### config.mk
export PLATFORM = sky130hd
export DESIGN_NAME = ctrl_rst
export DESIGN_NICKNAME = d
export VERILOG_FILES = /design/src/rtl/ctrl_rst.sv
export SDC_FILE = /design/constraint.sdc
export NUM_CORES = 1
export LEC_CHECK = 0
export ABC_AREA = 1
export CAP_MARGIN = 10
export CORE_ASPECT_RATIO = 1.1
export CORE_MARGIN = 2
export CORE_UTILIZATION = 39
export DETAILED_ROUTE_END_ITERATION = 6
export PLACE_DENSITY = 0.57
export RECOVER_POWER = 100
export SYNTH_ARGS = -nofsm -noshare
export SYNTH_HDL_FRONTEND = slang
export SYNTH_SLANG_ARGS = --single-unit
### constraint.sdc
create_clock -name clk -period 1.9 [get_ports clk]
set_input_delay 0.475 -clock clk [delete_from_list [all_inputs] [get_ports clk]]
set_output_delay 0.475 -clock clk [all_outputs]
set_load 0.005 [all_outputs]
### src/rtl/ctrl_rst.sv
// rtl/ctrl_rst.sv - reset sequencer: lock wait, system hold, CPU delay, run (optional CTRL_RST_DEBOUNCE_EN)
module ctrl_rst #(
  parameter int HOLD_CYCLES = 1024,
  parameter int CPU_DELAY   = 256,
  parameter int DB_CYCLES   = 65536
) (
  input  logic       clk,
  input  logic       rst_n,
  input  logic       pll_locked,
  input  logic       btn_rst_n,
  input  logic       sw_rst_req,
  output logic       sys_rst,
  output logic       cpu_rst,
  output logic       rst_done,
  output logic [1:0] state
);

  localparam logic [1:0] S_WAIT_LOCK = 2'd0;
  localparam logic [1:0] S_HOLD      = 2'd1;
  localparam logic [1:0] S_CPU       = 2'd2;
  localparam logic [1:0] S_RUN       = 2'd3;

  localparam logic [15:0] HOLD_LAST = 16'(HOLD_CYCLES - 1);
  localparam logic [15:0] CPU_LAST  = 16'(CPU_DELAY - 1);

  logic        lock_m;
  logic        lock_s;
  logic        btn_m;
  logic        btn_s;
  logic        btn_p;
  logic [15:0] cnt;
  logic [15:0] cnt_nxt;
  logic [1:0]  state_nxt;

  // Two-flop synchronizers; lock idles unlocked, button idles released
  always_ff @(posedge clk or negedge rst_n) begin
    if (!rst_n) begin
      lock_m <= 1'b0;
      lock_s <= 1'b0;
      btn_m  <= 1'b1;
      btn_s  <= 1'b1;
    end else begin
      lock_m <= pll_locked;
      lock_s <= lock_m;
      btn_m  <= btn_rst_n;
      btn_s  <= btn_m;
    end
  end

`ifdef CTRL_RST_DEBOUNCE_EN
  localparam int DBW = $clog2(DB_CYCLES + 1);
  localparam logic [DBW-1:0] DB_MAX = DBW'(DB_CYCLES);

  logic [DBW-1:0] db_cnt;

  // Count consecutive low samples of the button, saturating once the press is recognized
  always_ff @(posedge clk or negedge rst_n) begin
    if (!rst_n) begin
      db_cnt <= '0;
    end else if (btn_s) begin
      db_cnt <= '0;
    end else if (db_cnt != DB_MAX) begin
      db_cnt <= db_cnt + 1'b1;
    end
  end

  // Press drops out on the very first released sample, not a cycle later
  assign btn_p = ~btn_s && (db_cnt == DB_MAX);
`else
  assign btn_p = ~btn_s;
`endif

  // Next-state selection; priority is lock loss, button, software request, counter expiry
  always_comb begin
    state_nxt = state;
    if (!lock_s) begin
      state_nxt = S_WAIT_LOCK;
    end else if (state == S_WAIT_LOCK) begin
      state_nxt = S_HOLD;
    end else if (btn_p) begin
      state_nxt = S_HOLD;
    end else if (state == S_RUN && sw_rst_req) begin
      state_nxt = S_CPU;
    end else if (state == S_HOLD && cnt == HOLD_LAST) begin
      state_nxt = S_CPU;
    end else if (state == S_CPU && cnt == CPU_LAST) begin
      state_nxt = S_RUN;
    end
  end

  // Counter restarts on any state entry and stays pinned at zero while the button is held
  always_comb begin
    cnt_nxt = cnt + 16'd1;
    if (state_nxt != state || btn_p || state == S_WAIT_LOCK || state == S_RUN) begin
      cnt_nxt = '0;
    end
  end

  // State, counter and registered reset outputs derived from the upcoming state
  always_ff @(posedge clk or negedge rst_n) begin
    if (!rst_n) begin
      state    <= S_WAIT_LOCK;
      cnt      <= '0;
      sys_rst  <= 1'b1;
      cpu_rst  <= 1'b1;
      rst_done <= 1'b0;
    end else begin
      state    <= state_nxt;
      cnt      <= cnt_nxt;
      sys_rst  <= (state_nxt == S_WAIT_LOCK) || (state_nxt == S_HOLD);
      cpu_rst  <= (state_nxt != S_RUN);
      rst_done <= (state_nxt == S_RUN);
    end
  end

endmodule

==> metrics.txt, run 1 <==
Max-Cap Viols 0; stages on the worst setup path 1; CP arrival 1.37 ns; most frequent cells after synthesis dfrtp_1, inv_1, nor2_1; ys async rst share 100%; RSZ-0062 raised after global routing yes; layout cells sized above 1 28.0%; Yosys top cell area share 43.7%; top-count cell post-synth dfrtp_1; total die area 0.00355 mm2; GRT Resource Usage Total 12.8%; Clock Pin Slew Worst Setup and Hold Paths 0.13 ns; CTS tree done; leakage power 0.630 nW; antenna violations before repair 0; # diodes 0; syn avg cell area 9.26 um2; Buffers on Ports 9; Startpoint Class register; Worst Path Required 1.42 ns; Remaining DRCs 0; Slew HR 59.2%; final hold vios 0; GPL Wtd Cong 0.734; area grow syn2layout 21.8%; final setup margin 0.0532 ns; DR pass1 iterations 4; Post-Layout Cell Count 184; library cells used by synthesis 20; Placement Setup Slack 0.0586 ns; antenna-violating nets left 0; FMAX 0.541 GHz; GR Overflow Total 0; Die H 62.3 um; Worst Hold Class reg2reg; via count 872; max incr delay on CP 0.55 ns; clk_lat worst skew 0.31 ns; I/O pin count 10; Ys Warns 0; top cells by area, synth dfrtp_1, dfstp_2, xor2_1; Worst path slowest cell clkdlybuf4s50_1; final setup violating endpoints 0; clock tree buffer depth 2; pin count of the biggest net entering global routing 26; vias in the first global route 875; vias per inst 4.74; worst slew pin tran 0.613 ns; WS Path Type reg2out; Worst Reg-to-Reg Cells 11; placed instance count 174; register area share after synthesis 52.4%; Crit. End Element output pin; Die Width 57.0 um; clk root buf clkbuf_4; cell area after synthesis 0.00120 mm2; DR WL/cell 11.6 um; status finished clean; H-tree depth 1; worst setup path end state[0]; fin crit share 97.2%; site row count 21; total wire length 2.13 mm; initial core utilization 40.2%; Synth Flop Type dfrtp_1; WP buf/inv 1; Syn Nets 136; synthesized flop and latch total 25; Worst Setup SP state[0]; overall power 842 uW; initial DRC count 33; Pwr Density 574 mW/mm2; Cells after Synth 130; core outline area 0.00300 mm2; first-pass GRT wire length 3.64 mm; post-DP HPWL 1.39 mm; setup slack, reg-to-reg 0.13 ns; max-slew violations 0; peak supply drop 0.365 mV; Final min period 1.85 ns; critical path fanouts, max 6; Worst Skew 0.00243 ns; Final #Nets 157; r2r endpoint cnt[13]; critical path, cell by cell clkdlybuf4s50_1; Post-synth EDFFs 0; clk sinks 25; Synth area leader dfrtp_1; Num CTS Buffers 3; Crit path max-delay family buffers and inverters; r2r startpoint cnt[1]
[cell usage in the layout (no fill, tap or decap), drive strengths merged, types with 3 or more instances in the layout]
cell           netlist  final
xor2                11     11
buf                  1      6
inv                 19     19
nand3               14     15
dlygate4sd3          0      3
nand2               19     19
clkbuf               0      4
nor2                28     28
nor3                 4      4
dfrtp               21     21
clkdlybuf4s50        0      6
dfstp                4      4
[report_power, final]
| group | switching (mW) | internal (mW) | total [mW] | leakage [nW] |
|---|---|---|---|---|
| sequential | 0.00794 | 0.541 | 0.549 | 0.327 |
| combinational | 0.0373 | 0.0191 | 0.0564 | 0.285 |
| clock | 0.158 | 0.0788 | 0.237 | 0.0177 |
[layout make-up]
class,instances,area (um2)
Tap cell,34,42.5
Inverter,19,71.3
Sequential cell,25,632
Clock buffer,3,22.5
Timing Repair Buffer,16,140
Fill cell,287,1530
Multi-Input combinational cell,86,553
Clock inverter,1,5.00
[repair_timing]
action	CTS	global route
setup buffers	0	5
gates resized for setup	0	14
hold buffers	0	0
endpoints found under the setup margin	0	16
[flip-flops by register name, summed over array words and instances, names as in the netlist]
| name | cells |
|---|---|
| cnt | 16 |
| state | 2 |
| btn_m | 1 |
| btn_s | 1 |
| cpu_rst | 1 |
| lock_m | 1 |
| lock_s | 1 |
| rst_done | 1 |
| sys_rst | 1 |
[kinds of logic after synthesis]
logic type                 synth area share (%)
and+or+nand+nor                            29.0
AOI/OAI and AO/OA                          1.25
buffers and inverters                      6.86
xor gates and xnor gates                   9.46
adders and majority gates                  1.04
DFF                                        52.4
[how the worst min path moves through the flow]
stage                      start  endpoint  slack, ns  depth (start not counted)
final                      btn_m     btn_s       0.37                          0
after global routing       btn_m     btn_s       0.37                          0
after CTS                  btn_m     btn_s       0.37                          0
after detailed placement  lock_m    lock_s       0.34                          0
after global placement    lock_m    lock_s       0.33                          0
after floorplan            rst_n    cnt[0]       0.18                          0
[layer usage]
layer  up-vias  GRT usage (%)  wire length (um)
li1        443              -                 -
met1       419           16.6              1000
met2         8           21.1              1060
met3         2           1.88                40
met4         0           5.23                17
met5         -              0                 0
[through the flow]
step | area [um2] | hold WS [ns] | setup TNS, ns | util [%]
after floorplan | 1200 | 0.179 | 0 | -
after global placement | 1340 | 0.334 | 0 | 44.7
after detailed placement | 1340 | 0.337 | 0 | 44.7
after CTS | 1370 | 0.367 | 0 | 45.7
after global routing | 1470 | 0.374 | -0.159 | 49.0
final | 1470 | 0.366 | 0 | 49.0
Power figures use the tool's default switching activity.
==> inputs of run 2 (changes only) <==
--- a/config.mk
+++ b/config.mk
@@ -9,9 +9,9 @@
 export CAP_MARGIN = 10
 export CORE_ASPECT_RATIO = 1.1
 export CORE_MARGIN = 2
-export CORE_UTILIZATION = 39
+export CORE_UTILIZATION = 40
 export DETAILED_ROUTE_END_ITERATION = 6
-export PLACE_DENSITY = 0.57
+export PLACE_DENSITY = 0.59
 export RECOVER_POWER = 100
 export SYNTH_ARGS = -nofsm -noshare
 export SYNTH_HDL_FRONTEND = slang
==> metrics.txt, run 2 (same netlist as run 1, synthesis figures left out) <==
r2r endpoint cnt[1] (was cnt[13]); antenna-violating nets left 0 (unchanged); Largest regs cnt (16), state (2) (unchanged); Post-Layout Inst Area 0.00145 mm2 (was 0.00147 mm2); I/O pin count 10 (unchanged); max-slew violations 0 (unchanged); WS Path Type reg2out (unchanged); fin crit share 96.5% (was 97.2%); final setup violating endpoints 0 (unchanged); worst setup path end cpu_rst (was state[0]); H-tree depth 1 (unchanged); GPL Wtd Cong 0.737 (was 0.734); final setup TNS 0 ns (unchanged); GRT Resource Usage Total 12.6% (was 12.8%); Clock Pin Slew Worst Setup and Hold Paths 0.14 ns (was 0.13 ns); commonest cells after routing, fill and taps aside dfrtp_1, inv_1, nand2_1 (unchanged); stages on the worst setup path 1 (unchanged); Num CTS Buffers 3 (unchanged); area grow syn2layout 20.5% (was 21.8%); Slew HR 58.7% (was 59.2%); GR Overflow Total 0 (unchanged); via count 850 (was 872); CTS tree done (unchanged); total wire length 2.13 mm (about the same); layout cells sized above 1 27.0% (was 28.0%); overall power 850 uW (was 842 uW); DR pass1 iterations 4 (unchanged); initial core utilization 42.6% (was 40.2%); Worst Setup SP cpu_rst (was state[0]); Max-Cap Viols 0 (unchanged); final hold vios 0 (unchanged); post-DP HPWL 1.39 mm (about the same); critical path fanouts, max 1 (was 6); # diodes 0 (unchanged); first-pass GRT wire length 3.31 mm (was 3.64 mm); r2r startpoint cnt[1] (unchanged); max reg flops 16 (unchanged); Worst Path Required 1.42 ns (about the same); leakage power 0.620 nW (was 0.630 nW); Die H 61.5 um (was 62.3 um); Startpoint Class register (unchanged); Reg with most FFs cnt (unchanged); FMAX 0.546 GHz (was 0.541 GHz); vias per inst 4.70 (was 4.74); clk root buf clkbuf_4 (unchanged); max incr delay on CP 0.54 ns (was 0.55 ns); Final #Nets 155 (was 157); initial DRC count 19 (was 33); hold_sp btn_m (unchanged); Remaining DRCs 0 (unchanged); CP arrival 1.36 ns (was 1.37 ns); total die area 0.00346 mm2 (was 0.00355 mm2); Buffers on Ports 9 (unchanged); clock tree buffer depth 2 (unchanged); Crit path max-delay family flip-flops (was buffers and inverters); site row count 20 (was 21); commonest non-fill, non-tap cell in the layout dfrtp_1 (unchanged); Worst path slowest cell dfstp_2 (was clkdlybuf4s50_1); peak supply drop 0.325 mV (was 0.365 mV); clk_lat worst skew 0.32 ns (was 0.31 ns); Die Width 56.3 um (was 57.0 um); critical path, cell by cell clkdlybuf4s50_1 (unchanged); core outline area 0.00283 mm2 (was 0.00300 mm2); worst slew pin tran 0.620 ns (was 0.613 ns); Worst Hold Class reg2reg (unchanged); WP buf/inv 1 (unchanged); antenna violations before repair 0 (unchanged); Worst Reg-to-Reg Cells 11 (unchanged); Final min period 1.83 ns (was 1.85 ns); Pwr Density 586 mW/mm2 (was 574 mW/mm2); setup slack, reg-to-reg 0.14 ns (was 0.13 ns); pin count of the biggest net entering global routing 26 (unchanged); Post-DP Area 0.00134 mm2 (about the same); clk sinks 25 (unchanged); status finished clean (unchanged); DR WL/cell 11.7 um (was 11.6 um); cts hold-fix bufs 0 (unchanged); Crit. End Element output pin (unchanged); vias in the first global route 770 (was 875); Worst Skew 0.00186 ns (was 0.00243 ns)
## run 2: cell types whose count changed in the layout (fill, tap and decap cells not counted), sizes merged
cell | before | now
clkdlybuf4s50 | 6 | 5
buf | 6 | 4
dlygate4sd3 | 3 | 4
## run 2: repair_timing
action,in CTS,in global routing
gates resized for setup,0,13
setup buffers,0,3
setup endpoints to repair,0,16
hold endpoints to repair,0,0
## run 2: metrics by stage
step	hold WS, ns	worst slack, ns	utilization (%)	cells
6_report	0.366	0.0671	51.3	181
5_1_grt	0.372	-0.0131	51.3	181
4_1_cts	0.367	0.0219	48.3	177
3_5_place_dp	0.337	0.0564	47.3	173
3_3_place_gp	0.334	0.0792	47.3	173
2_1_floorplan	0.179	0.196	-	130
## run 2: cell type report
| class | instances | area, um2 |
|---|---|---|
| fillers | 268 | 1380 |
| flip-flops and latches | 25 | 632 |
| multi-input cells | 86 | 553 |
| repair buffers | 14 | 125 |
| inverters | 19 | 71.3 |
| well taps | 33 | 41.3 |
| clock buffers | 3 | 22.5 |
| clock inverters | 1 | 5.00 |
## run 2: power by group
| group | switching [mW] | internal (mW) |
|---|---|---|
| registers | 0.00629 | 0.541 |
| logic | 0.0382 | 0.0208 |
| clock network | 0.164 | 0.0790 |
| total | 0.209 | 0.641 |
## run 2: metal layers
| layer | global-route usage (%) | vias up | wire length, um |
|---|---|---|---|
| met5 | 0 | - | 0 |
| met1 | 16.6 | 403 | 1010 |
| met2 | 20.0 | 7 | 1020 |
| met4 | 7.14 | 0 | 48 |
| met3 | 2.10 | 5 | 43 |
| li1 | - | 435 | - |
## run 2: how the worst min path moves through the flow
stage | endpoint | slack [ns] | depth (start not counted)
4_1_cts | btn_s | 0.37 | 0
3_5_place_dp | lock_s | 0.34 | 0
6_report | btn_s | 0.37 | 0
5_1_grt | btn_s | 0.37 | 0
2_1_floorplan | cnt[0] | 0.18 | 0
3_3_place_gp | lock_s | 0.33 | 0
